File: config.mk
export PLATFORM = sky130hd
export DESIGN_NAME = timer_counter
export DESIGN_NICKNAME = d
export VERILOG_FILES = /design/src/rtl/timer_counter.sv
export SDC_FILE = /design/constraint.sdc
export NUM_CORES = 1
export LEC_CHECK = 0
export ABC_AREA = 1
export CAP_MARGIN = 0
export CORE_MARGIN = 1
export CORE_UTILIZATION = 40
export CTS_CLUSTER_DIAMETER = 80
export DETAILED_ROUTE_END_ITERATION = 6
export RECOVER_POWER = 50
export SLEW_MARGIN = 0
export SYNTH_ARGS = -nofsm -noshare
export SYNTH_HDL_FRONTEND = slang
export SYNTH_SLANG_ARGS = --single-unit
File: constraint.sdc
create_clock -name CLOCK -period 5.3 [get_ports CLOCK]
set_clock_uncertainty 0.05 [all_clocks]
set_input_delay 0.53 -clock CLOCK [delete_from_list [all_inputs] [get_ports CLOCK]]
set_output_delay 0.53 -clock CLOCK [all_outputs]
set_load 0.05 [all_outputs]
File: src/rtl/timer_counter.sv
// timer_counter: prescaled up/down modulo timer with one-shot mode and a terminal-count pulse.
// Defining COUNTER_CAPTURE_EN adds the CAPTURE/CAPTURE_VALUE/CAPTURE_VALID snapshot port.
module timer_counter #(
  parameter int WIDTH = 32,
  parameter int PRESCALE_W = 8,
  parameter logic [WIDTH-1:0] RESET_VALUE = '0
) (
  input  logic                  CLOCK,
  input  logic                  RST,
  input  logic                  EN,
  input  logic                  CLR,
  input  logic                  LOAD,
  input  logic [WIDTH-1:0]      LOAD_VALUE,
  input  logic                  UP,
  input  logic [WIDTH-1:0]      MODULO,
  input  logic [PRESCALE_W-1:0] PRESCALE,
  input  logic                  ONESHOT,
`ifdef COUNTER_CAPTURE_EN
  input  logic                  CAPTURE,
  output logic [WIDTH-1:0]      CAPTURE_VALUE,
  output logic                  CAPTURE_VALID,
`endif
  output logic [WIDTH-1:0]      COUNTER,
  output logic                  TC,
  output logic                  RUNNING
);
  localparam logic [WIDTH-1:0] one = 1;
  localparam logic [PRESCALE_W-1:0] pre_one = 1;
  logic [PRESCALE_W-1:0] pre, pre_nxt;
  logic [WIDTH-1:0] cnt_nxt;
  logic tick, term, rearm, tc_nxt, run_nxt;
  always_comb begin
    rearm = CLR | LOAD;
    tick = EN & RUNNING & (pre == PRESCALE);
    term = tick & (UP ? (COUNTER == MODULO) : (COUNTER == '0));
    // a one-shot terminal event freezes COUNTER at its terminal value instead of wrapping
    cnt_nxt = CLR ? '0 :
              LOAD ? LOAD_VALUE :
              !tick ? COUNTER :
              term ? (ONESHOT ? COUNTER : (UP ? '0 : MODULO)) :
              UP ? COUNTER + one : COUNTER - one;
    pre_nxt = rearm ? '0 : !(EN & RUNNING) ? pre : tick ? '0 : pre + pre_one;
    tc_nxt = !rearm & term;
    run_nxt = rearm ? 1'b1 : (term & ONESHOT) ? 1'b0 : RUNNING;
  end
  always_ff @(posedge CLOCK or negedge RST)
    if (!RST) begin
      COUNTER <= RESET_VALUE;
      pre <= '0;
      TC <= 1'b0;
      RUNNING <= 1'b1;
    end else begin
      COUNTER <= cnt_nxt;
      pre <= pre_nxt;
      TC <= tc_nxt;
      RUNNING <= run_nxt;
    end
`ifdef COUNTER_CAPTURE_EN
  always_ff @(posedge CLOCK or negedge RST)
    if (!RST) begin
      CAPTURE_VALUE <= '0;
      CAPTURE_VALID <= 1'b0;
    end else begin
      CAPTURE_VALUE <= CAPTURE ? COUNTER : CAPTURE_VALUE;
      CAPTURE_VALID <= CAPTURE;
    end
`endif
endmodule
Yosys cells after proc, flatten, opt, wreduce, memory -nomap -nowiden:

Index checks and enable logic that the tools add are counted.

* memories kept: 0
* bits in writable memories: 0
* ROM bits: 0
* word-level logic and storage cells: 35
* register bits: 42
* latch bits: 0
* input bits: 79

* mux-type cells: 13
* shift operators: 0
* $lt $le $gt $ge: 0
* bitwise gates (word level): 6
* divide/modulo/power cells: 0
* reductions and logical operators: 6
* eq/ne operators: 3
* add/subtract/negate cells: 3
* multiply operators: 0

Operators by type and width (count)
* 32-bit 2-to-1 mux: 7
* 32-bit by 1-bit adder with 32-bit output, second input constant: 1
* 32-bit == test: 1
* 32-bit logical NOT: 1
* 32-bit by 1-bit subtractor with 32-bit output, second input constant: 1
* 8-bit 2-to-1 mux: 3
* 8-bit by 1-bit adder with 8-bit output, second input constant: 1
* 8-bit == test: 1
* 1-bit bitwise AND: 5
* 4-bit != test, second input constant: 1
* 2-bit nonzero test: 2
* 1-bit 2-to-1 mux: 3
* 3-bit nonzero test: 1
* 2-bit AND reduction: 1
* 1-bit logical NOT: 1
* 1-bit OR: 1

Longest topological paths before layout:

* depth in word-level cells: 7
* gate-level depth with buffers: 20

Least setup slack after synthesis:

Ideal clock, no wire load.

* path type: input-to-reg
* start: input UP
* end: register COUNTER[22]
* arrival: 3517 ps
* stages on the path: 19
* setup slack: 1614 ps
* buffers on the path: 3
* data required time: 5132 ps
* cell sequence: clkbuf_1 > inv_1 > clkbuf_1 > clkbuf_1 > ha_1 > nand3_1 > nand3_1 > nand2_1 > nand2_1 > nand2_1 > nand2_1 > nand2_1 > nand3b_1 > nand2_1 > nand2_1 > nand2_1 > nand2_1 > nand2_1 > nand2_1

* cells in the longest elaborated chain, start to end: 6
* elaborated cells between the ends (all ways): 11
* classes of those cells: eq/ne (1); mux (8); bitwise (1); reduce/logical (1)

RTL lines
* from (decl): RTL line 14 `input logic UP,`
* 32-bit 2-to-1 mux / 1-bit 2-to-1 mux (equally long branches): RTL line 40, 35
* 32-bit 2-to-1 mux / 1-bit bitwise AND (equally long branches): RTL line 40, 35
* 32-bit 2-to-1 mux: RTL line 40 `term ? (ONESHOT ? COUNTER : (UP ? '0 : MODULO)) :`
* 32-bit 2-to-1 mux: RTL line 39 `!tick ? COUNTER :`
* 32-bit 2-to-1 mux: RTL line 38 `LOAD ? LOAD_VALUE :`
* 32-bit 2-to-1 mux: RTL line 37 `cnt_nxt = CLR ? '0 :`
* to (signal assigned): RTL line 53 `COUNTER <= cnt_nxt;`
* to (decl): RTL line 23 `output logic [WIDTH-1:0] COUNTER,`

Several ways; a longest one is shown, not always the timed one. The select of a mux whose other input is x is not followed.
A chain may end at the register's enable or synchronous reset.

Worst setup path in the final report:

* start: input UP
* end: register COUNTER[21]

The elaborated chain is that of the path after synthesis.

==> flow_metrics.py <==
metrics = {
    "outcome": {
        "status": "finished with violations",
        "violations": "capacitance limit, slew limit",
    },
    "timing": {
        "slew_headroom": -0.756,
        "finalHoldViolations": 0,
        "tns_ns": 0,
        "clock.fmax_mhz": 280,
        "post-route-period-util": 0.673,
        "slew_violations": 43,
        "rsz0062_at_grt": "no",
        "period_minus_slack_ns": 3.57,
        "tightest_slew_ns": 2.63,
        "setup_viol": 0,
    },
    "place": {
        "gp_congestion": 0.973,
        "dpl.hpwl_um": 15800,
        "place.port_buffers": 112,
    },
    "grt": {
        "grt_pass1_wl_um": 31500,
        "grt-ovfl-total": 0,
        "grt_pass1_vias": 5932,
        "antenna_found_initial": 0,
        "grt_max_degree": 64,
        "grt_use_total": 0.281,
    },
    "logic_synthesis": {
        "yosysTopAreaCell": "nand2_1",
        "syn_nets": 1166,
        "synth-compound-area-share": 0.0770,
        "synth_cell_types": 30,
        "synth-xor-area-share": 0.0706,
        "syn_avg_cell_area_um2": 5.41,
        "yosysTopAreaCellShare": 0.296,
        "synth-simple-area-share": 0.474,
        "yosys_warnings": 0,
        "ys_seq_area_frac": 0.184,
        "synth_top_family_by_area": "simple AND/OR/NAND/NOR gates",
        "syn_inst": 1055,
        "ys_seq_elements": 42,
        "syn_area_um2": 5700,
        "synthAdderAreaFrac": 0.0715,
        "synth_mux_area_frac": 0,
        "ys_top_cells_by_area": "nand2_1 (30%), dfrtp_1 (18%), inv_1 (9.7%)",
    },
    "hold_path": {
        "min_to": "RUNNING$_DFFE_PN1P_",
        "hp-class": "reg -> reg",
        "hold_depth": 2,
        "worstHoldStart": "RUNNING$_DFFE_PN1P_",
    },
    "cells_and_area": {
        "n_fill_cell": 1535,
        "fin_nets": 1264,
        "area_delta_synth_final_pct": 24.6,
        "drive_gt1_frac": 0.0199,
        "layout_common_cells": "nand2_1 (450), inv_1 (147), nor2_1 (125)",
        "antenna_cells": 0,
        "layout_commonest_cell": "nand2_1",
    },
    "setup_path": {
        "crit_required_ns": 5.44,
        "r2r_start": "COUNTER[0]$_DFFE_PN0P_",
        "worstPathArrival_ns": 3.70,
        "rrSetupSlack_ns": 2.09,
        "reg2reg_to": "COUNTER[14]$_DFFE_PN0P_",
        "critPathKind": "in -> reg",
        "end_kind": "register",
        "crit_fanout": 47,
        "cp-start-kind": "primary input",
        "rr_worst_depth": 14,
    },
    "pwr": {
        "p_total_mw": 1.71,
        "p_leak_nw": 3.85,
        "p_per_area_nw_per_um2": 241,
        "vdd_drop_max_uv": 176,
    },
    "cts": {
        "cts_root_buf": "clkbuf_16",
        "clock_path_buffers": 2,
        "clkLatencyLatePin_ns": 0.30,
        "cts.sinks": 42,
        "cts_setup_buffers": 0,
        "htreeDepth": 2,
        "cts_resized": 0,
        "cts_tree": "yes",
        "clk_transition_reported_paths_ns": 0.07,
        "hold_buffers": 0,
        "cts_buffers": 5,
    },
    "route": {
        "vias_per_cell": 4.87,
        "post_drt_wl_per_cell_um": 14.8,
        "drt_wl_total_um": 19800,
        "firstDrtPassIters": 5,
        "drt-initial-drc-count": 515,
        "drc": 0,
        "dr_total_vias": 6499,
        "final_antenna_net_count": 0,
    },
    "floorplan": {
        "fp.dieH_um": 121,
        "core-area_um2": 13900,
        "num_io_pins": 113,
        "design.die.area_um2": 14700,
        "initial_utilization": 0.411,
        "rows": 43,
        "die_w_um": 121,
    },
    "flow_run": {
        "drv_cap": 1,
    },
}
how the worst max path moves through the flow:
stage	startpoint	slack (ns)	end
3_5_place_dp	UP	1.47	COUNTER[31]$_DFFE_PN0P_
6_report	UP	1.73	COUNTER[21]$_DFFE_PN0P_
4_1_cts	UP	1.79	COUNTER[31]$_DFFE_PN0P_
5_1_grt	UP	1.46	COUNTER[28]$_DFFE_PN0P_
3_3_place_gp	UP	1.50	COUNTER[31]$_DFFE_PN0P_
2_1_floorplan	UP	1.61	COUNTER[22]$_DFFE_PN0P_
worst max-delay path, cell delays in order:
cell	delay (ns)
clkdlybuf4s50_1	0.57
inv_2	0.75
ha_1	0.44
nand2_1	0.11
nand3_1	0.17
nand2_1	0.10
nand2_1	0.10
nand2_1	0.08
nand2_1	0.12
nand2_1	0.11
nand3b_1	0.08
nand2_1	0.16
nand2_1	0.08
nand2_1	0.07
nand2_1	0.05
nand2_1	0.09
nand2_1	0.05
synth_stat cells:
master,count
inv_2,1
buf_6,2
nand4_1,6
nand2_1,450
fa_1,1
nand2_2,3
dfstp_2,1
buf_2,9
nor4_1,2
nand4_4,1
nand3_1,67
clkinv_1,2
xnor2_1,37
nor2_1,125
nor2_4,1
o21bai_1,3
o211ai_1,4
inv_1,148
nor3_1,7
and3_1,1
o21ai_0,41
a21oi_1,34
ha_1,31
dfrtp_1,41
o22ai_1,1
nor3b_1,2
clkbuf_1,17
nand3b_1,7
o21ai_1,1
xor2_1,9
flip-flops by register name, indices dropped and copies added, names as in the netlist:
name and count:
pre 8, RUNNING 1, COUNTER 32, TC 1
metal layers:
metal | routed length, um | GRT usage | vias to the layer above | share of wire
li1 | - | - | 3435 | -
met1 | 10200 | 0.428 | 2888 | 0.52
met2 | 8160 | 0.412 | 163 | 0.41
met3 | 1160 | 0.0428 | 13 | 0.059
met4 | 246 | 0.0571 | 0 | 0.012
met5 | 0 | 0 | - | 0
layout make-up:
type | instances | area, um^2 | area share
Multi-Input combinational cell | 834 | 3950 | 0.556
Timing Repair Buffer | 119 | 1160 | 0.164
Sequential cell | 42 | 1050 | 0.148
Inverter | 151 | 567 | 0.0797
Tap cell | 180 | 225 | 0.0317
Clock buffer | 5 | 125 | 0.0176
Clock inverter | 3 | 21.3 | 0.00299
power by group:
group          switching [mW]  total [mW]  internal, mW
logic                   0.608       0.959         0.351
registers              0.0758       0.430         0.354
clock network           0.150       0.325         0.175
total                   0.834        1.71         0.880
logic make-up after synthesis:
family / count (synthesis)
adder cells (fa/ha/maj): 32
AND/OR/NAND/NOR: 672
AO/OA/AOI/OAI: 84
buffers and inverters: 179
flip-flops: 42
XOR/XNOR: 46
metrics by stage:
step	std cells	utilization	setup slack [ns]	hold slack [ns]	cell area [um^2]
floorplan	1055	-	1.61	0.184	5700
global placement	1326	0.502	1.50	0.521	6970
global route	1334	0.512	1.46	0.568	7110
CTS	1334	0.512	1.79	0.295	7110
finish	1334	0.512	1.73	0.530	7110
detailed placement	1326	0.502	1.47	0.526	6970
Note: power is estimated with default switching activity, not from simulation.
